`src/rtl/mem_access_unit_pkg.sv`:
```
// mem_access_unit_pkg
// Shared definitions for the load/store access unit: operation codes,
// FSM state encodings, the default ready-wait limit and the effective
// address helper.
package mem_access_unit_pkg;

  localparam int DATA_W          = 32;
  localparam int TIMEOUT_DEFAULT = 15;

  typedef enum logic [1:0] {
    OP_LD  = 2'b00,
    OP_ST  = 2'b01,
    OP_LDI = 2'b10,
    OP_RSV = 2'b11
  } op_e;

  typedef enum logic [2:0] {
    ST_IDLE   = 3'd0,
    ST_ADDR   = 3'd1,
    ST_ACCESS = 3'd2,
    ST_DONE   = 3'd3,
    ST_FAULT  = 3'd4
  } state_e;

  // Effective address: plain 32-bit modulo sum, carry-out dropped.
  function automatic logic [DATA_W-1:0] eff_addr(input logic [DATA_W-1:0] base,
                                                 input logic [DATA_W-1:0] offset);
    return base + offset;
  endfunction

endpackage

```
`src/rtl/mem_access_unit_if.sv`:
```
// mem_access_unit_if
// Bundles the request side (start/op/base/offset/st_data -> result/done/
// busy/err) and the memory side (mem_addr/mem_rd/mem_wr/mem_wdata ->
// mem_ready/mem_rdata) of the access unit.
//
// Handshake rules:
//   - start is a one-cycle request; it is accepted only when busy=0 and
//     ignored otherwise (no queuing).
//   - done pulses for exactly one cycle per accepted request; err is valid
//     in that cycle and stays set until reset or the next accepted start.
//   - mem_rd / mem_wr are held high (never both) for every cycle of the
//     access until the memory answers with a one-cycle mem_ready; read data
//     on mem_rdata is valid only while mem_ready=1.
//
// master: requester plus memory model (the environment).
// slave : the access unit itself.
interface mem_access_unit_if #(
  parameter int ADDR_W = 9
);
  logic              start;
  logic [1:0]        op;
  logic [31:0]       base;
  logic [31:0]       offset;
  logic [31:0]       st_data;
  logic              mem_ready;
  logic [31:0]       mem_rdata;
  logic [ADDR_W-1:0] mem_addr;
  logic              mem_rd;
  logic              mem_wr;
  logic [31:0]       mem_wdata;
  logic [31:0]       result;
  logic              done;
  logic              busy;
  logic              err;

  modport master (
    output start, op, base, offset, st_data, mem_ready, mem_rdata,
    input  mem_addr, mem_rd, mem_wr, mem_wdata, result, done, busy, err
  );

  modport slave (
    input  start, op, base, offset, st_data, mem_ready, mem_rdata,
    output mem_addr, mem_rd, mem_wr, mem_wdata, result, done, busy, err
  );
endinterface

```
`src/rtl/mem_access_unit_register.sv`:
```
// register
// Generic register with load enable and asynchronous active-low clear.
// Used for the MAR and MDR of the access unit.
// Ports:
//   clk  - clock
//   clr  - asynchronous active-low clear (q -> 0)
//   en   - load enable; q takes d on the rising edge when high
//   d    - data in
//   q    - registered contents
module register #(
  parameter int WIDTH = 32
) (
  input  logic             clk,
  input  logic             clr,
  input  logic             en,
  input  logic [WIDTH-1:0] d,
  output logic [WIDTH-1:0] q
);

  logic [WIDTH-1:0] q_q;
  logic [WIDTH-1:0] q_d;

  always_comb begin
    q_d = q_q;
    if (en) q_d = d;
  end

  always_ff @(posedge clk or negedge clr) begin
    if (!clr) q_q <= '0;
    else      q_q <= q_d;
  end

  assign q = q_q;

endmodule

```
`src/rtl/mem_access_unit.sv`:
```
// mem_access_unit
// Memory access unit for LD / ST / LDI. Computes EA = base + offset, loads
// the MAR with the word address, then either returns EA (LDI) or performs a
// single memory read/write and waits for mem_ready, with a bounded wait that
// ends in a fault.
// Ports:
//   clk       - clock, rising edge
//   clr       - asynchronous active-low reset
//   bus       - request + memory signals (mem_access_unit_if.slave)
//   dbg_state - current FSM state for observation
module mem_access_unit
  import mem_access_unit_pkg::*;
#(
  parameter int ADDR_W  = 9,
  parameter int TIMEOUT = TIMEOUT_DEFAULT
) (
  input  logic                clk,
  input  logic                clr,
  mem_access_unit_if.slave    bus,
  output state_e              dbg_state
);

  // Counter must be able to hold TIMEOUT itself.
  localparam int CNT_W = (TIMEOUT < 1) ? 1 : $clog2(TIMEOUT + 1);

  state_e            state_q, state_d;
  op_e               op_q, op_d;
  logic [31:0]       base_q, base_d;
  logic [31:0]       offset_q, offset_d;
  logic [31:0]       result_q, result_d;
  logic              err_q, err_d;
  logic [CNT_W-1:0]  wait_q, wait_d;

  logic [31:0]       ea;
  logic              mar_en;
  logic              mdr_en;
  logic [ADDR_W-1:0] mar_q;
  logic [31:0]       mdr_q;

  assign ea = eff_addr(base_q, offset_q);

  // MAR only keeps the word-address bits; higher EA bits wrap away.
  register #(.WIDTH(ADDR_W)) u_mar (
    .clk (clk),
    .clr (clr),
    .en  (mar_en),
    .d   (ea[ADDR_W-1:0]),
    .q   (mar_q)
  );

  // MDR captures store data at the accepting start and holds it throughout.
  register #(.WIDTH(32)) u_mdr (
    .clk (clk),
    .clr (clr),
    .en  (mdr_en),
    .d   (bus.st_data),
    .q   (mdr_q)
  );

  always_comb begin
    state_d  = state_q;
    op_d     = op_q;
    base_d   = base_q;
    offset_d = offset_q;
    result_d = result_q;
    err_d    = err_q;
    wait_d   = wait_q;
    mar_en   = 1'b0;
    mdr_en   = 1'b0;

    case (state_q)
      ST_IDLE: begin
        if (bus.start) begin
          if (op_e'(bus.op) == OP_RSV) begin
            state_d = ST_FAULT;
            err_d   = 1'b1;
          end else begin
            state_d  = ST_ADDR;
            op_d     = op_e'(bus.op);
            base_d   = bus.base;
            offset_d = bus.offset;
            mdr_en   = 1'b1;
            err_d    = 1'b0;
          end
        end
      end

      ST_ADDR: begin
        mar_en = 1'b1;
        wait_d = '0;
        if (op_q == OP_LDI) begin
          state_d  = ST_DONE;
          result_d = ea;
        end else begin
          state_d = ST_ACCESS;
        end
      end

      ST_ACCESS: begin
        // mem_ready is checked first so it wins over a coincident timeout.
        if (bus.mem_ready) begin
          state_d = ST_DONE;
          if (op_q == OP_LD) result_d = bus.mem_rdata;
        end else begin
          wait_d = wait_q + CNT_W'(1);
          // wait_q counts completed unanswered cycles; this is the
          // TIMEOUT-th one without an answer.
          if (wait_q == CNT_W'(TIMEOUT - 1)) begin
            state_d = ST_FAULT;
            err_d   = 1'b1;
          end
        end
      end

      ST_DONE:  state_d = ST_IDLE;
      ST_FAULT: state_d = ST_IDLE;
      default:  state_d = ST_IDLE;
    endcase
  end

  always_ff @(posedge clk or negedge clr) begin
    if (!clr) begin
      state_q  <= ST_IDLE;
      op_q     <= OP_LD;
      base_q   <= '0;
      offset_q <= '0;
      result_q <= '0;
      err_q    <= 1'b0;
      wait_q   <= '0;
    end else begin
      state_q  <= state_d;
      op_q     <= op_d;
      base_q   <= base_d;
      offset_q <= offset_d;
      result_q <= result_d;
      err_q    <= err_d;
      wait_q   <= wait_d;
    end
  end

  // Strobes decode straight from the state register so an asynchronous
  // reset removes them without waiting for a clock edge.
  assign bus.mem_rd    = (state_q == ST_ACCESS) && (op_q == OP_LD);
  assign bus.mem_wr    = (state_q == ST_ACCESS) && (op_q == OP_ST);
  assign bus.mem_addr  = mar_q;
  assign bus.mem_wdata = mdr_q;
  assign bus.result    = result_q;
  assign bus.done      = (state_q == ST_DONE) || (state_q == ST_FAULT);
  assign bus.busy      = (state_q != ST_IDLE);
  assign bus.err       = err_q;
  assign dbg_state     = state_q;

endmodule

```
`src/flat_wrapper.sv`:
```
// flat-port wrapper written by rule: the top's interface ports become plain ports
module mem_access_unit_flat import mem_access_unit_pkg::*;
#(
  parameter int ADDR_W  = 9,
  parameter int TIMEOUT = TIMEOUT_DEFAULT
)
  (clk, clr, dbg_state, bus_start, bus_op, bus_base, bus_offset, bus_st_data, bus_mem_ready, bus_mem_rdata, bus_mem_addr, bus_mem_rd, bus_mem_wr, bus_mem_wdata, bus_result, bus_done, bus_busy, bus_err);
  mem_access_unit_if #(.ADDR_W(ADDR_W)) bus_i ();
  input  logic clk;
  input  logic clr;
  output state_e dbg_state;
  input wire logic [$bits(bus_i.start)-1:0] bus_start;
  input wire logic [$bits(bus_i.op)-1:0] bus_op;
  input wire logic [$bits(bus_i.base)-1:0] bus_base;
  input wire logic [$bits(bus_i.offset)-1:0] bus_offset;
  input wire logic [$bits(bus_i.st_data)-1:0] bus_st_data;
  input wire logic [$bits(bus_i.mem_ready)-1:0] bus_mem_ready;
  input wire logic [$bits(bus_i.mem_rdata)-1:0] bus_mem_rdata;
  output wire logic [$bits(bus_i.mem_addr)-1:0] bus_mem_addr;
  output wire logic [$bits(bus_i.mem_rd)-1:0] bus_mem_rd;
  output wire logic [$bits(bus_i.mem_wr)-1:0] bus_mem_wr;
  output wire logic [$bits(bus_i.mem_wdata)-1:0] bus_mem_wdata;
  output wire logic [$bits(bus_i.result)-1:0] bus_result;
  output wire logic [$bits(bus_i.done)-1:0] bus_done;
  output wire logic [$bits(bus_i.busy)-1:0] bus_busy;
  output wire logic [$bits(bus_i.err)-1:0] bus_err;
  assign bus_i.start = bus_start;
  assign bus_i.op = bus_op;
  assign bus_i.base = bus_base;
  assign bus_i.offset = bus_offset;
  assign bus_i.st_data = bus_st_data;
  assign bus_i.mem_ready = bus_mem_ready;
  assign bus_i.mem_rdata = bus_mem_rdata;
  assign bus_mem_addr = bus_i.mem_addr;
  assign bus_mem_rd = bus_i.mem_rd;
  assign bus_mem_wr = bus_i.mem_wr;
  assign bus_mem_wdata = bus_i.mem_wdata;
  assign bus_result = bus_i.result;
  assign bus_done = bus_i.done;
  assign bus_busy = bus_i.busy;
  assign bus_err = bus_i.err;
  mem_access_unit #(.ADDR_W(ADDR_W), .TIMEOUT(TIMEOUT)) u_core (.clk(clk), .clr(clr), .bus(bus_i), .dbg_state(dbg_state));
endmodule
```
`config.mk`:
```
export PLATFORM = sky130hd
export DESIGN_NAME = mem_access_unit_flat
export DESIGN_NICKNAME = d
export VERILOG_FILES = /design/src/rtl/mem_access_unit_pkg.sv /design/src/rtl/mem_access_unit_if.sv /design/src/rtl/mem_access_unit_register.sv /design/src/rtl/mem_access_unit.sv /design/src/flat_wrapper.sv
export SDC_FILE = /design/constraint.sdc
export NUM_CORES = 1
export LEC_CHECK = 0
export ABC_CLOCK_PERIOD_IN_PS = 2800
export CORE_UTILIZATION = 45
export CTS_BUF_LIST = sky130_fd_sc_hd__clkbuf_4 sky130_fd_sc_hd__clkbuf_8
export DETAILED_ROUTE_END_ITERATION = 7
export PLACE_DENSITY = 0.79
export REMOVE_ABC_BUFFERS = 1
export SYNTH_ARGS = -nofsm -noshare
export SYNTH_HDL_FRONTEND = slang
export SYNTH_HIERARCHICAL = 1
export SYNTH_SLANG_ARGS = --single-unit
export TNS_END_PERCENT = 30
```
`constraint.sdc`:
```
create_clock -name clk -period 2.8 [get_ports clk]
set_clock_uncertainty 0.2 [all_clocks]
set_input_delay 0.56 -clock clk [delete_from_list [all_inputs] [get_ports clk]]
set_output_delay 0.56 -clock clk [all_outputs]
set_load 0.01 [all_outputs]
```
# Word level (Yosys, flattened, before mapping)
# Index checks and enable logic that the tools add are counted.
totals:
  out_inout_bits: 81
  in_bits: 134
  word_cells: 61
  register_bits: 147
op_classes:
  n_bitwise: 1
  n_eq_ne: 15
  addsub: 2
  n_reduce_logical: 13
  muxes: 21
ops:
  columns: ["operator", "n"]
  rows:
  - ["32-bit two-way mux", 3]
  - ["32-bit case mux with 2 select lines", 1]
  - ["32-bit adder", 1]
  - ["3-bit two-way mux", 4]
  - ["1-bit two-way mux", 9]
  - ["3-bit case mux with 3 select lines", 1]
  - ["4-bit case mux with 2 select lines", 1]
  - ["4-bit AND reduction", 2]
  - ["3-bit by 2-bit equality test with 1-bit output, second input constant", 2]
  - ["2-bit by 1-bit inequality test with 1-bit output, second input constant", 3]
  - ["2-bit inequality test, second input constant", 3]
  - ["4-bit by 1-bit adder with 4-bit output, second input constant", 1]
  - ["2-bit equality test, second input constant", 2]
  - ["4-bit equality test, second input constant", 1]
  - ["4-bit two-way mux", 1]
  - ["2-bit AND reduction", 2]
  - ["2-bit nonzero test", 2]
  - ["3-bit by 1-bit equality test with 1-bit output, second input constant", 1]
  - ["3-bit equality test, second input constant", 1]
  - ["3-bit logical NOT", 1]
  - ["3-bit by 2-bit inequality test with 1-bit output, second input constant", 1]
  - ["3-bit AND reduction", 1]
  - ["3-bit nonzero test", 1]
  - ["2-bit by 1-bit equality test with 1-bit output, second input constant", 1]
  - ["5 further kinds", 6]

# Longest topological paths before layout
# Gate-level depths: netlist of the first run.
logic_depth:
  word_depth: 4
  mapped_depth: 10
  ltp_nobuf: 10

# Modules after synthesis
# Netlist of the first run, hierarchy kept.
by_module_without_submodules:
  columns: ["module", "cells_each", "n_inst", "seq_area_each_um2", "area_per_inst_um2"]
  rows:
  - ["mem_access_unit", 730, 1, 2652.5, 6063.3]
  - ["register at u_core.u_mdr", 68, 1, 800.8, 1345.0]
  - ["register at u_core.u_mar", 19, 1, 225.2, 371.6]

# Least setup slack after synthesis of the first run
# Ideal clock, no wire load.
synth_timing:
  path_type: "flip-flop to flip-flop"
  start: "reg u_core.base_q[0]"
  end: "reg u_core.result_q[26], in the netlist u_core/bus.result[26]"
  arrival_ps: 2359
  path_slack_ps: 114
  period_less_slack_ps: 2686
  path_buffers: 0
  setup_time_ps: 127
  stages_incl_launch_ff: 11
  required_time_ps: 2473
  cell_sequence: "dfrtp_1 > ha_1 > fa_1 > a211oi_2 > nor4b_4 > o21ai_2 > o21ai_4 > a31oi_2 > o31a_1 > mux2i_1 > nand3_1"
synth_via:
  elab_chain_len: 3
synth_rtl:
  columns: ["item", "line", "rtl"]
  rows:
  - ["from (decl)", "mem_access_unit.sv:28", "logic [31:0] base_q, base_d;"]
  - ["from (signal assigned)", "mem_access_unit.sv:133", "base_q <= base_d;"]
  - ["32-bit adder", "mem_access_unit_pkg.sv:28", "return base + offset;"]
  - ["32-bit two-way mux", "mem_access_unit.sv:91", "if (op_q == OP_LDI) begin"]
  - ["32-bit case mux with 2 select lines", "mem_access_unit.sv:71", "case (state_q)"]
  - ["to (signal assigned)", "mem_access_unit.sv:135", "result_q <= result_d;"]
  - ["to (decl)", "mem_access_unit.sv:30", "logic [31:0] result_q, result_d;"]
# No other way between the ends. The select of a mux whose other input is x is not followed.
# A chain may end at the register's enable or synchronous reset.

# Final worst setup path of the first run
layout_timing:
  start: "reg u_core.offset_q[0]"
  end: "reg u_core.result_q[16], in the netlist u_core/bus.result[16]"
layout_via:
  elab_chain_len: 3
layout_rtl:
  columns: ["item", "line", "rtl"]
  rows:
  - ["from (decl)", "mem_access_unit.sv:29", "logic [31:0] offset_q, offset_d;"]
  - ["from (signal assigned)", "mem_access_unit.sv:134", "offset_q <= offset_d;"]
  - ["32-bit adder", "mem_access_unit_pkg.sv:28", null]
  - ["32-bit two-way mux", "mem_access_unit.sv:91", null]
  - ["32-bit case mux with 2 select lines", "mem_access_unit.sv:71", null]
# No other way between the ends. The select of a mux whose other input is x is not followed.

==> results of run 1 <==
==> final cells by class <==
type	instances	area share, %
multi-input cells	621	36.20
flip-flops and latches	147	33.87
repair buffers	254	22.96
well taps	220	2.534
clock buffers	18	2.280
clock inverters	14	1.854
inverters	8	0.2994
==> registers in the layout, indices dropped and copies added, names as in the netlist <==
name / count
u_core/base_q: 32
u_core/bus.result: 32
u_core/offset_q: 32
u_core/u_mdr/q: 32
u_core/u_mar/q: 9
u_core/wait_q: 4
u_core/dbg_state: 3
u_core/op_q: 2
u_core/bus.err: 1
==> routing by layer <==
metal / vias up / part of all wire, % / GRT usage (%)
li1: 3235 / - / -
met1: 3120 / 46 / 31.64
met5: - / 0 / 0
met2: 238 / 46 / 36.57
met3: 19 / 6.9 / 6.583
met4: 0 / 0.97 / 5.619
==> worst paths after layout <==
path                                startpoint               endpoint  slack (ps)  cells after the start
min in group asynchronous                  clr     u_core/u_mdr/q[11]         410                      2
setup / recovery            u_core/offset_q[0]  u_core/bus.result[16]         -20                     11
setup reg to reg            u_core/offset_q[0]  u_core/bus.result[16]         -20                     11
hold reg to reg            u_core/offset_q[14]    u_core/offset_q[14]         280                      2
max in group asynchronous                  clr     u_core/u_mdr/q[29]        1260                      3
hold / removal             u_core/offset_q[14]    u_core/offset_q[14]         280                      2
==> cells in the mapped netlist (2+ instances only) <==
library cell	count	area, sq um
a211oi_1	3	22.52
a21o_1	12	90.09
a21o_2	2	17.52
a21oi_1	53	265.3
a221oi_1	2	17.52
a31oi_1	14	87.58
and2_1	3	18.77
and3_1	7	43.79
buf_1	2	7.510
buf_12	3	60.06
buf_2	2	10.01
buf_4	2	15.01
buf_6	4	45.04
clkbuf_1	26	97.59
clkbuf_2	2	10.01
dfrtp_1	147	3679
ha_1	33	412.9
inv_1	7	26.28
mux2_2	3	33.78
mux2_4	39	585.6
mux2i_1	5	50.05
nand2_1	257	964.7
nand2b_1	5	31.28
nand3_1	13	65.06
nand4_1	7	43.79
nor2_1	41	153.9
nor3_1	9	45.04
nor3_2	3	30.03
nor3b_1	3	22.52
o21ai_0	19	95.09
o21ai_1	13	65.06
o21bai_1	7	52.55
o22ai_1	2	12.51
o31ai_1	2	15.01
or2_2	3	18.77
or3_1	8	50.05
xnor2_1	19	166.4
xor2_1	10	87.58
==> report_power, final <==
| group | total (mW) | internal, mW | switching, mW |
|---|---|---|---|
| clock network | 1.87 | 1.01 | 0.862 |
| logic | 7.80 | 3.83 | 3.97 |
| registers | 3.81 | 3.15 | 0.658 |
==> repair_timing <==
action / 4_1_cts / 5_1_grt
pin swaps: 2 / 12
setup endpoints to repair: 9 / 11
hold buffers: 1 / 0
setup buffers: 0 / 4
resized for setup: 5 / 17
endpoints found under the hold margin: 46 / 0
==> per-stage QoR <==
stage | TNS, ps | setup slack [ps] | utilization, %
6_report | -25.76 | -16.66 | 64.82
5_1_grt | -416.0 | -144.6 | 64.82
4_1_cts | -177.3 | -116.3 | 64.16
3_5_place_dp | -316.6 | -126.7 | 61.35
3_3_place_gp | -18.27 | -18.27 | 61.35
2_1_floorplan | -147670 | -1702 | -
==> logic make-up (layout without fill, tap and decap cells) <==
kind of cell | after synthesis | after routing | synth area share, %
compound gates | 147 | 147 | 11.95
xor+xnor | 29 | 29 | 3.265
fa+ha+maj | 34 | 34 | 5.565
buf+inv | 49 | 294 | 3.538
flops | 147 | 147 | 47.28
mux | 47 | 47 | 8.604
simple gates | 364 | 364 | 19.80
==> critical path, stage by stage (launching register included) <==
cell      delay (ps)
dfrtp_1          400
ha_2             210
fa_2             390
a211oi_4         320
nor4b_4           90
o21ai_2          260
buf_4            160
a31oi_2          100
o31ai_2          230
xnor2_1          150
nand2_1           80
a21oi_2          140
==> metrics.md, run 1 <==
| Metric | Value |
|---|---|
| Status | finished, violations left |
| Violated checks | setup timing |
| Total power | 13.47 mW |
| WP data required | between 2000 and 3000 ps |
| Pleak | a little over 5 nW |
| Finished layout cell area | ~11,000 sq um |
| Final hold slack | roughly 280 ps |
| # rows | 47 |
| Unrepaired setup endpoints after global routing | yes |
| Sequential Area | approximately 3700 sq um |
| Sequential share of the synthesized area | approximately 47% |
| Dpl hpwl | around 15,000 microns |
| Vias in the first global route | around 6,500 |
| Async set or reset register ratio after synthesis | 100.0% |
| Peak VDD IR | about 0.0005 V |
| CTS buffer count | 17 |
| Warnings from Yosys | 6 |
| Top FF cell, synth | dfrtp_1 |
| I/O pin cnt | 215 |
| P&R area growth vs syn | 39.64% |
| Final nets | 1,217 |
| Synth Area per Inst | around 9.5 sq um |
| Placeable Area | around 17,000 sq um |
| Post-DRT Antenna Nets | 0 |
| Residual DRC count | 0 |
| Final Wtd Congestion | a little under 0.9 |
| Clk buf depth | 2 |
| Placed standard-cell area | a little over 10,000 sq um |
| Crit Path Class | reg -> reg |
| Fin crit share | 100.6% |
| Post-synth EDFFs | 0 |
| Final critical-path required period | 2817 ps |
| Pre-antenna DRT Iters | 8 |
| HP Class | reg -> reg |
| Gr usage total | between 20% and 30% |
| Slew at the pin closest to its max-slew limit | ~670 ps |
| TritonCTS clock tree | built |
| Die area | between 15,000 and 20,000 sq um |
| Synthesized cell area | 7780 sq um |
| Max Clk Rate | ~0.36 GHz |
| Root buffer cell | clkbuf_8 |
| First-pass GRT wire length | ~33,000 microns |
| Slew Limit Fails | 0 |
| Leading cell type in the layout, fill and taps excluded | nand2_1 |
| Relative slew slack | 55.11% |
| Die Span X | approximately 130 microns |
| Initial antenna violation count | 0 |
| Latest clock arrival within the worst-skew pair | approximately 460 ps |
| CP Capture Type | flop |
| Critical path peak fanout | 3 |
| Critical Path Source Type | flop |
| FILL cells | approximately 1,400 |
| Wirelength per Cell | between 15 and 20 microns |
| GR Overflow Total | 0 |
| Seq cells post-synth | 147 |
| Via/cell ratio | a little over 5 |
| Via count | between 6,000 and 7,000 |
| Routed wire length | about 20,000 microns |
| Pin count of the biggest net entering global routing | 67 |
| Post-placement cell count | 1,245 |
| Port bufs | 214 |
| MaxCap Viol Count | 0 |
| Chip Height | between 100 and 150 microns |
| Most frequent cells in the layout | 257 x nand2_1, 211 x clkdlybuf4s50_1, 146 x dfrtp_1 |
| Final hold violation count | 0 |
| Worst-path clk slew | 90 ps |
| Synth unique cells | 63 |
| Pwr Density | about 1200 nW/um^2 |
| Multi-input gate area | 3933 sq um |
| H-tree depth | 4 |
| Crit path DAT | roughly 3000 ps |
| Initial drt markers | slightly below 500 |
| Mapped Cells | around 820 |
| Ant. Diodes | 0 |
| Post-route setup slack | -16.66 ps |
| Sink Count | 147 |
| Non-filler instance count after layout | ~1,300 |
| Final Setup Violations | 2 |
| Initial core utilization | 46.42% |
| Share of post-route cells with drive strength above 1 | 14.41% |
No activity file was read; power rests on OpenSTA's default activity.
==> run 2, diff against run 1 <==
- ABC_CLOCK_PERIOD_IN_PS: 2800 -> 3260
- CORE_UTILIZATION: 45 -> 35
- PLACE_DENSITY: 0.79 -> default
- clock period: 2.8 -> 3.26 ns (I/O delays scaled with it)
==> run 2 against run 1 <==
Effect of this change:
- the flow now finishes without violations
- total power fell by 18%
- die area rose by 28%
- global-route usage fell by 4.5 points
- wire length rose by 2.5%
- setup slack improved by 240 ps
- register-to-register slack improved by 330 ps
- design area fell by 2.1%
- core utilization fell by 16 points
- largest power group unchanged
==> metrics.md, run 2 (synthesis results as in run 1) <==
| Metric | Value |
|---|---|
| MaxCap Viol Count | 0 |
| Final nets | 1,198 |
| Relative slew slack | between 50% and 60% |
| Latest clock arrival within the worst-skew pair | around 440 ps |
| CP peak stage delay | between 500 and 600 ps |
| Worst-path clk slew | approximately 80 ps |
| Pin count of the biggest net entering global routing | 67 |
| Pwr Density | 1036 nW/um^2 |
| Final Wtd Congestion | a little over 0.8 |
| Via/cell ratio | just under 5 |
| HP Class | reg -> reg |
| Residual DRC count | 0 |
| Grt met1 use | between 20% and 30% |
| Worst r2r src | u_core/base_q[0] |
| Pre-antenna DRT Iters | 4 |
| Status | completed |
| Reg2Reg Capture Point | u_core/bus.result[26] |
| Port bufs | ~210 |
| Slowest library cell on the worst path | clkdlybuf4s50_1 |
| Die Span X | 151.1 microns |
| Gr usage total | approximately a fifth |
| Setup WS pre-CTS | slightly above 300 ps |
| Dpl hpwl | between 15,000 and 20,000 microns |
| Initial antenna violation count | 1 |
| Worst hold endpoint | u_core/base_q[16] |
| Chip Height | about 150 microns |
| Hold depth | 2 |
| Initial core utilization | between 30% and 40% |
| GR Overflow Total | 0 |
| Vias in the first global route | between 6,000 and 7,000 |
| Share of post-route cells with drive strength above 1 | between 10% and 20% |
| Placed standard-cell area | 10,240 sq um |
| Initial drt markers | ~370 |
| TritonCTS clock tree | built |
| Hold wc startpoint | u_core/base_q[16] |
| Slew at the pin closest to its max-slew limit | 685.7 ps |
| Root buffer cell | clkbuf_8 |
| Reg-to-reg setup timing slack | between 300 and 400 ps |
| Sink Count | approximately 150 |
| Critical Path Source Type | flop |
| Final hold slack | 282.8 ps |
| Fin crit share | between 90% and 100% |
| Pleak | between 4 and 5 nW |
| Crit path DAT | 2180 ps |
| Finished layout cell area | between 10,000 and 15,000 sq um |
| Leading cell type in the layout, fill and taps excluded | nand2_1 |
| Routed wire length | just over 20,000 microns |
| Worst r2r path cells | 10 |
| P&R area growth vs syn | 36.76% |
| First-pass GRT wire length | roughly 33,000 microns |
| CTS buffer count | 17 |
| Unrepaired setup endpoints after global routing | no |
| Wirelength per Cell | between 15 and 20 microns |
| Critical path peak fanout | 8 |
| Placeable Area | about 22,000 sq um |
| Die area | 22,830 sq um |
| Max Clk Rate | ~0.33 GHz |
| Clk buf depth | 2 |
| # rows | 54 |
| GRT met3 Usage | between 4 and 5% |
| I/O pin cnt | 215 |
| Most frequent cells in the layout | 257 x nand2_1, 212 x clkdlybuf4s50_1, 147 x dfrtp_1 |
| Busiest layer in global routing | met2 |
| WP data required | about 2400 ps |
| Final Setup Violations | 0 |
| Via count | 6,390 |
| Post-DRT Antenna Nets | 0 |
| Peak VDD IR | roughly 0.00034 V |
| Final hold violation count | 0 |
| GR Layer Usage met2 | between 20% and 30% |
| Final critical-path required period | 3037 ps |
| Slew Limit Fails | 0 |
| Crit Path Class | reg -> out |
| CP Cell Sequence | nand2b_2, or2_2, nor3_1, clkdlybuf4s50_1 |
| CP Capture Type | output port |
| H-tree depth | 4 |
| Post-route setup slack | ~220 ps |
run 2: changes by cell type in the layout (fill, tap and decap cells not counted), moves of 2 or more:
cell | previous run | this run
ha_1 | 31 | 33
a211oi_1 | 1 | 3
buf_4 | 35 | 17
a221oi_2 | 2 | 0
a21oi_1 | 51 | 53
clkinv_2 | 1 | 4
a31oi_1 | 12 | 14
a221oi_1 | 0 | 2
clkinv_4 | 4 | 1
bufinv_16 | 4 | 2
a21oi_2 | 3 | 1
ha_2 | 2 | 0
run 2: cell type report:
type	count	area [sq um]
antenna	1	2.502
timing repair buffer	235	2344
clock inverter	12	130.1
tap	280	350.3
sequential	147	3679
clock buffer	19	255.2
multi-input combinational	621	3847
fill	2101	11180
inverter	8	32.53
run 2: how the worst max path moves through the flow:
stage,startpoint,endpoint
floorplan,u_core/dbg_state[2],u_core/u_mdr/q[29]
global placement,bus_mem_ready,u_core/bus.result[28]
detailed placement,bus_mem_ready,u_core/bus.result[30]
CTS,u_core/dbg_state[0],bus_mem_wr
global route,u_core/dbg_state[0],bus_mem_rd
finish,u_core/dbg_state[0],bus_mem_rd
run 2: report_power, final:
part	total (mW)	switching (mW)	internal, mW
clock network	1.43	0.725	0.707
registers	3.27	0.565	2.70
logic	6.32	3.23	3.08
run 2: per-stage QoR:
| step | utilization, % | TNS, ps | power, mW | instances |
|---|---|---|---|---|
| final | 48.76 | 0 | 11.02 | 1323 |
| after global routing | 48.74 | 0 | 11.95 | 1322 |
| after CTS | 48.72 | 0 | 11.14 | 1322 |
| after detailed placement | 46.91 | 0 | 9.641 | 1290 |
| after global placement | 46.91 | 0 | 9.580 | 1290 |
| after floorplan | - | -101710 | 7.239 | 776 |
run 2: repair_timing:
| action | in CTS | in global routing |
|---|---|---|
| hold buffers | 1 | 0 |
| endpoints found under the hold margin | 54 | 0 |
| gates resized for setup | 0 | 2 |
| buffers inserted | 0 | 0 |
| setup endpoints to repair | 0 | 1 |
run 2: worst max-delay path: cells and delay by family (launching register included):
kind                   cells  cell delay, ps
DFF                        1             450
and+or+nand+nor            3             740
buffers and inverters      1             560
run 2: metal layers:
layer	vias up	part of all wire [%]
met2	171	45
met5	-	0
met3	24	6.8
li1	3195	-
met4	0	2.0
met1	3000	46
==> run 3, diff against run 2 <==
- ABC_AREA: default -> 1
- ABC_CLOCK_PERIOD_IN_PS: 3260 -> 3300
- clock period: 3.26 -> 3.3 ns (I/O delays scaled with it)
==> run 3 against run 2 <==
Effect of this change:
- synthesized cell count up 32%
- first-iteration DRC count down 2.2%
- critical path type unchanged
- sequential power about the same
- largest cell class unchanged
- total power up 11%
- core utilization down 1.1 points
- worst hold slack worse by 6.4 ps
==> metrics.md, run 3 <==
| Metric | Value |
|---|---|
| Most frequent cells in the layout | 407 x nand2_1, 213 x clkdlybuf4s50_1, 147 x dfrtp_1 |
| Slew at the pin closest to its max-slew limit | ~550 ps |
| # rows | 56 |
| P&R area growth vs syn | 33.38% |
| Combinational Power Share | a little over three fifths |
| Slew Limit Fails | 0 |
| Sequential share of the synthesized area | between 40% and 50% |
| Post-synth EDFFs | 0 |
| Clk buf depth | 2 |
| Net Sw Frac | 46.87% |
| Die area | 24,650 sq um |
| Status | completed |
| Worst r2r src | u_core/offset_q[0] |
| Pwr Density | roughly 1100 nW/um^2 |
| Post-Synth Adder-Cell Area | approximately 5% |
| Initial core utilization | between 30 and 40% |
| Post-placement cell count | ~1,600 |
| Port bufs | roughly 210 |
| Vias in the first global route | 7,019 |
| GR Overflow Total | 0 |
| First-pass GRT wire length | 36,070 microns |
| Via count | between 7,000 and 8,000 |
| Routed wire length | roughly 22,000 microns |
| Worst hold endpoint | u_core/u_mdr/q[22] |
| Postcts setup bufs | 0 |
| Residual DRC count | 0 |
| MaxCap Viol Count | 0 |
| Relative slew slack | 63.01% |
| Critical Path Source Type | flop |
| Dpl hpwl | 17,090 microns |
| Worst-path clk slew | 90 ps |
| Sw Pwr | 5.749 mW |
| TNS Setup | 0 ps |
| Reg-to-reg setup timing slack | 860 ps |
| Int Pwr | ~6.5 mW |
| Non-filler instance count after layout | ~1,600 |
| Synth top area cells | dfrtp_1 44%, nand2_1 18%, mux2_2 7.8% |
| Cell taking the most area after synthesis | dfrtp_1 |
| Synth Area per Inst | 7.809 sq um |
| HP Class | reg -> reg |
| Share of post-route cells with drive strength above 1 | a little under a tenth |
| Final critical-path required period | 2836 ps |
| Pin count of the biggest net entering global routing | 86 |
| CP Capture Type | output port |
| Seq cells post-synth | roughly 150 |
| Unrepaired setup endpoints after global routing | no |
| Worst r2r path cells | 12 |
| Most common cell in the synthesized netlist | nand2_1 |
| Initial drt markers | 359 |
| Xor-xnor portion of the synthesized cell area | under 10% |
| Post-DRT Antenna Nets | 0 |
| Leading cell type in the layout, fill and taps excluded | nand2_1 |
| WP data required | approximately 2400 ps |
| Reg2Reg Capture Point | u_core/bus.result[20] |
| Async set or reset register ratio after synthesis | between 90% and 100% |
| Latest clock arrival within the worst-skew pair | between 400 and 500 ps |
| Pleak | approximately 5.7 nW |
| Via/cell ratio | about 4.5 |
| Finished layout cell area | ~11,000 sq um |
| Max Clk Rate | roughly 0.35 GHz |
| Hold wc startpoint | u_core/u_mdr/q[22] |
| Pre-antenna DRT Iters | 5 |
| Initial antenna violation count | 0 |
| Simple-Gate Fraction of Synth Area | roughly 28% |
| Largest family of logic cells by synthesized area | simple AND/OR/NAND/NOR gates |
| Warnings from Yosys | 6 |
| Synth unique cells | 35 |
| Final Setup Violations | 0 |
| Ant. Diodes | 0 |
| Top cell type's share of synthesized area | between 40% and 50% |
| Top FF cell, synth | dfrtp_1 |
| Placed standard-cell area | about 11,000 sq um |
| Flop pwr share | 26.4% |
| Hold depth | 2 |
| Chip Height | 157.0 microns |
| CTS buffer count | 17 |
| Die Span X | between 150 and 200 microns |
| Crit path DAT | about 2000 ps |
| Root buffer cell | clkbuf_8 |
| Fin crit share | a little under nine tenths |
| Placeable Area | around 24,000 sq um |
| I/O pin cnt | 215 |
| Synthesized cell area | 8411 sq um |
| Clk pwr share | about 11% |
| Final nets | 1,462 |
| Post-synthesis mux area share | approximately 8.6% |
| Mapped Cells | 1,077 |
| Crit Path Class | reg -> out |
| Post-synthesis compound-gate area fraction | slightly below 5% |
| TritonCTS clock tree | built |
| Peak VDD IR | between 0.0003 and 0.0004 V |
| Final Wtd Congestion | between 0.9 and 1 |
| Wirelength per Cell | about 14 microns |
| Gr usage total | 18.69% |
| Sink Count | 147 |
| Critical path peak fanout | 6 |
| Final hold violation count | 0 |
| H-tree depth | 4 |
| Top post-synthesis cells by count | 407 x nand2_1, 147 x dfrtp_1, 130 x inv_1 |
-- run 3: cell count changes after synthesis, sizes merged, moves of 20 or more --
| cell | delta |
|---|---|
| clkbuf | -20 |
| mux2 | +22 |
| nand3 | +39 |
| nor2 | +55 |
| nand2 | +161 |
| inv | +128 |
-- run 3: per-layer routing --
layer  vias to the layer above  global-route usage [%]  share of wire, %
met5                         -                       0                 0
met3                        21                   5.727               8.7
met2                       201                   27.96                42
li1                       3788                       -                 -
met4                         0                   5.825               1.4
met1                      3378                   25.71                48
-- run 3: final cells by class --
type	count	area (sq um)
fill	2395	12320
multi-input combinational	766	3986
sequential	147	3679
timing repair buffer	226	2248
inverter	136	518.0
tap	319	399.1
clock buffer	19	261.5
clock inverter	13	126.4
-- run 3: how the worst max path moves through the flow --
stage / slack [ps] / start / to
floorplan: 260 / u_core/dbg_state[0] / u_core/base_q[0]
global placement: 680 / bus_op[0] / u_core/u_mdr/q[14]
detailed placement: 630 / bus_op[0] / u_core/u_mdr/q[17]
CTS: 420 / u_core/dbg_state[2] / bus_mem_wr
global route: 330 / u_core/dbg_state[1] / bus_mem_wr
finish: 460 / u_core/dbg_state[2] / bus_mem_wr
-- run 3: repair_timing --
item | CTS | global route
hold buffers | 1 | 0
hold endpoints to repair | 24 | 0
gates resized for setup | 0 | 0
-- run 3: cells by family (layout without fill, tap and decap cells) --
family,count (synthesis),count (layout)
multiplexers,64,64
adder cells (fa/ha/maj),34,34
buffers and inverters,164,394
XOR/XNOR,12,12
AND/OR/NAND/NOR,578,578
flip-flops,147,147
AO/OA/AOI/OAI,78,78
-- run 3: metrics by stage --
| step | total power [mW] | worst slack, ps | hold slack [ps] | utilization (%) |
|---|---|---|---|---|
| after floorplan | 8.148 | 258.0 | 164.4 | - |
| after CTS | 12.40 | 421.1 | 282.1 | 47.65 |
| after global placement | 10.85 | 678.6 | 254.7 | 45.96 |
| after global routing | 13.56 | 332.6 | 305.9 | 47.65 |
| final | 12.27 | 464.2 | 276.4 | 47.65 |
| after detailed placement | 10.94 | 626.1 | 258.3 | 45.96 |
-- run 3: critical path: stages (launching register included) --
cell and delay (ps):
dfrtp_1 490, nor3_4 260, inv_2 70, nor3_1 150, clkdlybuf4s50_1 560
-- run 3: power by group through the flow --
stage / clock [mW] / sequential (mW) / combinational (mW)
final: 1.37 / 3.24 / 7.66
after global routing: 1.51 / 3.36 / 8.68
after detailed placement: 0 / 3.27 / 7.67
after floorplan: 0 / 3.36 / 4.79
after CTS: 1.44 / 3.25 / 7.71
after global placement: 0 / 3.26 / 7.59
==> edit 1, RTL diff (config.mk and constraints of run 3) <==
`result_q` no longer has a reset.
--- a/src/rtl/mem_access_unit.sv
+++ b/src/rtl/mem_access_unit.sv
@@ -125,5 +125,4 @@
       base_q   <= '0;
       offset_q <= '0;
-      result_q <= '0;
       err_q    <= 1'b0;
       wait_q   <= '0;
@@ -133,8 +132,11 @@
       base_q   <= base_d;
       offset_q <= offset_d;
-      result_q <= result_d;
       err_q    <= err_d;
       wait_q   <= wait_d;
     end
+  end
+
+  always_ff @(posedge clk) begin
+    result_q <= result_d;
   end
 
Behaviour: not the same (Yosys sat finds a counterexample within 4 cycles, from zero or initial values; the reset may be asserted at any time).
==> edit 1 against run 3 <==
Global-route usage increased by 0.18 points; core utilization increased by 0.95 points; sequential cell count is the same; critical path type unchanged; wire length is 1.6% lower; first-iteration DRC count down 5.8%; total power up 0.24%; cell area shrank 1.0%; area after synthesis decreased by 2.0%; combinational power decreased by 4.8%; sequential share of layout area grew 1.8 points; via count is 5.6% lower; non-clock buffer count fell by 4; synthesized cell count shrank 7.9%; setup slack got worse by 140 ps.
==> edit 1: results (changes against run 3) <==
run status=complete, no violations; register area share after synthesis=0.466 (+0.0285); endpoint of the lowest-slack register-to-register path=u_core/bus.result[28]$_DFFE_PP_; Post-synth top cells=415 x nand2_1, 116 x inv_1, 115 x dfrtp_1; Yosys warning total=6 (unchanged); Hold Path Class=primary input to async pin; placer congestion estimate=0.877 (-3.1%); vias in the first global route=6,962 (-0.81%); pre-CTS WS=774 ps (+148 ps); CTS HTree Levels=4 (unchanged); Largest delay share family, worst path=buffers and inverters; count of distinct cell types in the synthesized netlist=34 (-2.9%); global routing usage summed across all routing layers=0.189 (+0.00183); master of the slowest instance on the critical path=clkdlybuf4s50_1; maximum buffer depth of the clock tree=2 (unchanged); proportion of synthesized area in mux cells=0.0875 (+0.00178); Total Nets Final=1,379 (-5.7%); number of detailed-route iterations in the first pass=5 (unchanged); # diodes=0 (unchanged); via density per instance=4.54 (-0.17%); number of synthesized flops with an enable pin=32 (+32); Post-Synth Adder-Cell Area=0.0525 (+0.00107); Hold WS=30.1 ps (-246 ps); Synth area leaders=dfrtp_1 35%, nand2_1 19%, edfxtp_1 12%, mux2_1 8.7%, inv_1 5.3%; share of the synthesized area in compound gates (AO/OA/AOI/OAI)=0.0285 (-0.0197); leading register cell type out of synthesis=dfrtp_1; reg2reg start=u_core/base_q[0]$_DFFE_PN0P_; Worst-Skew Late Latency=450 ps; Post-Synth XOR/XNOR Area=0.0138 (+0.00132); antenna violations before repair=0 (unchanged); Max rail drop VDD=0.376 mV (+4.4%); clock-pin slew on the worst setup and hold paths=100 ps; sum of net half-perimeters after detailed placement=16.8 mm (-1.6%); final core occ=0.486 (+0.00947); pin count of the biggest net entering global routing=55 (-36%); count of cells along the worst register-to-register path=10 (-2); CTS resizes=0 (unchanged); critical path fanouts, max=6 (unchanged); Root Buffer Master=clkbuf_8; fraction of synthesis flops using an asynchronous set or reset pin=0.782 (-0.218); final-layout fill cell count=2,335 (-2.5%); area of placed instances=10,700 um2 (-1.4%); ratio of cells with drive above 1 in the final layout=0.0547 (-0.0409); total length of routed wires=21.9 mm (-1.6%); global-route wire length before repair=35.5 mm (-1.5%); Worst Path Arrival=2120 ps (+140 ps); IO Port Bufs=214 (unchanged); Slowest Stage Delay on Critical Path=610 ps (+50 ps); TritonCTS buffer count=17 (unchanged); instance count of the mapped netlist=992 (-7.9%); 1st-iter DRT viols=338 (-5.8%); leakage=5.40 nW (-4.8%); register-to-register path setup slack=870 ps; detail-routed net length per standard cell=14.2 um (+4.1%); count of buffers added by post-CTS timing repair for setup=0 (unchanged); Inst Count DP=1,505 (-5.5%); Slew headroom=0.521 (-0.109)
-- edit 1: changes by cell type after synthesis, moves of 5 or more --
cell	before	now
mux2_1	6	64
inv_1	130	116
dfrtp_1	147	115
buf_4	9	1
edfxtp_1	0	32
clkbuf_1	5	0
buf_6	5	10
nand3b_1	0	5
nand2_1	407	415
nor2_1	94	46
mux2_2	58	0
a21oi_1	54	27
-- edit 1: layer usage --
| metal | GRT usage | vias to the layer above | wire length, um |
|---|---|---|---|
| li1 | - | 3548 | - |
| met1 | 0.246 | 3177 | 10000 |
| met2 | 0.300 | 231 | 9710 |
| met3 | 0.0613 | 16 | 1880 |
| met4 | 0.0528 | 0 | 264 |
| met5 | 0 | - | 0 |
-- edit 1: worst max path at each step --
stage | start | endpoint | slack (ps) | cells after the start
finish | u_core/dbg_state[2]$_DFFE_PN0P_ | bus_mem_rd | 320 | 4
global route | u_core/dbg_state[2]$_DFFE_PN0P_ | bus_mem_rd | 230 | 4
CTS | u_core/dbg_state[2]$_DFFE_PN0P_ | bus_mem_rd | 300 | 4
detailed placement | bus_op[1] | u_core/offset_q[5]$_DFFE_PN0P_ | 770 | 6
global placement | u_core/dbg_state[2]$_DFFE_PN0P_ | bus_mem_rd | 760 | 4
floorplan | u_core/dbg_state[2]$_DFFE_PN0P_ | u_core/bus.result[0]$_DFFE_PP_ | -690 | 4
-- edit 1: report_power, final --
group	internal (mW)	total, mW	leakage [nW]	switching [mW]
Clock	0.802	1.56	0.218	0.761
Sequential	2.96	3.45	1.69	0.486
Combinational	3.00	7.29	3.49	4.29
Total	6.76	12.3	5.40	5.54
-- edit 1: area by class of cell --
type                    instances  share of cell area
flip-flops and latches        147               0.346
multi-input cells             700               0.335
repair buffers                222               0.203
inverters                     123              0.0423
well taps                     313              0.0353
clock buffers                  19              0.0236
clock inverters                13              0.0154
==> edit 2, RTL diff (settings of run 3) <==
Made on the original files. `ADDR_W` is set to 9 in 3 places; all go to 8.
--- a/src/rtl/mem_access_unit_if.sv
+++ b/src/rtl/mem_access_unit_if.sv
@@ -16,5 +16,5 @@
 // slave : the access unit itself.
 interface mem_access_unit_if #(
-  parameter int ADDR_W = 9
+  parameter int ADDR_W = 8
 );
   logic              start;
--- a/src/rtl/mem_access_unit.sv
+++ b/src/rtl/mem_access_unit.sv
@@ -12,5 +12,5 @@
   import mem_access_unit_pkg::*;
 #(
-  parameter int ADDR_W  = 9,
+  parameter int ADDR_W  = 8,
   parameter int TIMEOUT = TIMEOUT_DEFAULT
 ) (
--- a/src/flat_wrapper.sv
+++ b/src/flat_wrapper.sv
@@ -2,5 +2,5 @@
 module mem_access_unit_flat import mem_access_unit_pkg::*;
 #(
-  parameter int ADDR_W  = 9,
+  parameter int ADDR_W  = 8,
   parameter int TIMEOUT = TIMEOUT_DEFAULT
 )
Ports: changed (resized bus_mem_addr); port bits go from 215 to 214. The function was not compared with the original's and may differ.
==> edit 2 against run 3 <==
Setup slack got worse by 140 ps; total power increased by 0.60%; area after synthesis decreased by 0.51%; core utilization increased by 0.28 points; register-to-register slack got worse by 30 ps; cell count about the same; cell area increased by 0.28%; sequential cell count decreased by 1; wire length decreased by 0.34%.
==> edit 2: results (changes against run 3) <==
sw power=5.82 mW (+1.3%); endpoint of the lowest-slack register-to-register path=u_core/bus.result[28]$_DFFE_PN0P_; CTS resizes=0 (unchanged); pin count of the biggest net entering global routing=65 (-24%); cell depth of the worst min-delay path=2 (unchanged); reg2reg start=u_core/base_q[0]$_DFFE_PN0P_; Total Nets Final=1,461 (-0.068%); global routing usage summed across all routing layers=0.190 (+0.00261); leakage=5.70 nW (+0.53%); Post-synth top cells=404 x nand2_1, 146 x dfrtp_1, 129 x inv_1; register-to-register path setup slack=830 ps (-30 ps); maximum buffer depth of the clock tree=2 (unchanged); sum of net half-perimeters after detailed placement=17.2 mm (+0.53%); CTS HTree Levels=4 (unchanged); Worst Path Arrival=2120 ps (+140 ps); number of detailed-route iterations in the first pass=5 (unchanged); TritonCTS buffer count=17 (unchanged); Max rail drop VDD=0.365 mV (+1.3%); ratio of cells with drive above 1 in the final layout=0.0995 (+0.00390); via density per instance=4.53 (-0.36%); Hold WS=281 ps (+4.74 ps); register area share after synthesis=0.437 (-0.000767); fraction of synthesis flops using an asynchronous set or reset pin=1.00 (unchanged); Hold Path Class=flip-flop to flip-flop; run status=complete, no violations; count of buffers added by post-CTS timing repair for setup=0 (unchanged); Hold Startpoint=u_core/u_mdr/q[19]$_DFFE_PN0P_; Synth area leaders=dfrtp_1 44%, nand2_1 18%, mux2_2 7.8%, inv_1 5.8%, ha_1 4.9%; final-layout fill cell count=2,366 (-1.2%); leading register cell type out of synthesis=dfrtp_1; global-route wire length before repair=36.2 mm (+0.30%); vias in the first global route=7,186 (+2.4%); count of distinct cell types in the synthesized netlist=35 (unchanged); antenna violations before repair=0 (unchanged); critical path fanouts, max=15 (+9); end point of the worst hold path=u_core/u_mdr/q[19]$_DFFE_PN0P_; IO Port Bufs=213 (-0.47%); Slew headroom=0.573 (-0.0567); clock-pin slew on the worst setup and hold paths=110 ps (+20 ps); Worst-Skew Late Latency=460 ps (+20 ps); placer congestion estimate=0.863 (-4.7%); 1st-iter DRT viols=330 (-8.1%); detail-routed net length per standard cell=13.6 um (-0.28%); Yosys warning total=6 (unchanged); CTS hold repair buffers=1 (unchanged); count of cells along the worst register-to-register path=12 (unchanged); # diodes=0 (unchanged); Root Buffer Master=clkbuf_8
## edit 2: kinds of logic (layout without fill, tap and decap cells)
group,Yosys count,count (layout),synth area share
AND/OR/NAND/NOR,575,575,0.276
buffers and inverters,163,397,0.0884
adder cells (fa/ha/maj),34,34,0.0517
XOR/XNOR,12,12,0.0126
AO/OA/AOI/OAI,78,78,0.0484
flip-flops,146,146,0.437
multiplexers,64,64,0.0861
## edit 2: worst max-delay path, cell delays in order, from the launching register on
cell and delay, ps:
dfrtp_1 490, nor3_4 270, inv_2 170, nor3_1 170, clkdlybuf4s50_1 570
## edit 2: layout make-up
| class | instances | area (um2) | area share |
|---|---|---|---|
| timing repair buffer | 230 | 2290 | 0.203 |
| sequential | 146 | 3650 | 0.325 |
| multi-input combinational | 763 | 3980 | 0.353 |
| clock buffer | 17 | 234 | 0.0208 |
| tap | 319 | 399 | 0.0355 |
| inverter | 135 | 514 | 0.0457 |
| clock inverter | 15 | 185 | 0.0165 |
## edit 2: worst max path at each step
| stage | start | depth (start not counted) | slack [ps] | to |
|---|---|---|---|---|
| floorplan | u_core/dbg_state[0]$_DFFE_PN0P_ | 6 | 260 | u_core/base_q[0]$_DFFE_PN0P_ |
| global placement | bus_op[0] | 8 | 560 | u_core/u_mdr/q[9]$_DFFE_PN0P_ |
| detailed placement | bus_op[0] | 8 | 470 | u_core/u_mdr/q[1]$_DFFE_PN0P_ |
| CTS | u_core/dbg_state[2]$_DFFE_PN0P_ | 4 | 260 | bus_mem_wr |
| global route | u_core/dbg_state[2]$_DFFE_PN0P_ | 4 | 210 | bus_mem_wr |
| finish | u_core/dbg_state[2]$_DFFE_PN0P_ | 4 | 320 | bus_mem_wr |
## edit 2: per-layer routing
| metal | global-route usage | vias up | routed length (um) |
|---|---|---|---|
| met5 | 0 | - | 0 |
| met4 | 0.0495 | 0 | 234 |
| met3 | 0.0523 | 14 | 1660 |
| met2 | 0.294 | 208 | 9600 |
| met1 | 0.259 | 3350 | 10700 |
| li1 | - | 3785 | - |
## edit 2: stage by stage
stage	setup WS (ps)	std cells	area [um2]
detailed placement	473	1592	10800
CTS	258	1625	11200
global placement	560	1592	10800
floorplan	258	1044	8140
global route	208	1625	11200
finish	320	1625	11200
## edit 2: power by group through the flow
stage	Combinational (mW)	Clock (mW)	Sequential (mW)
floorplan	4.76	0	3.33
global route	8.68	1.61	3.32
global placement	7.59	0	3.23
CTS	7.69	1.54	3.22
detailed placement	7.67	0	3.24
finish	7.66	1.48	3.21
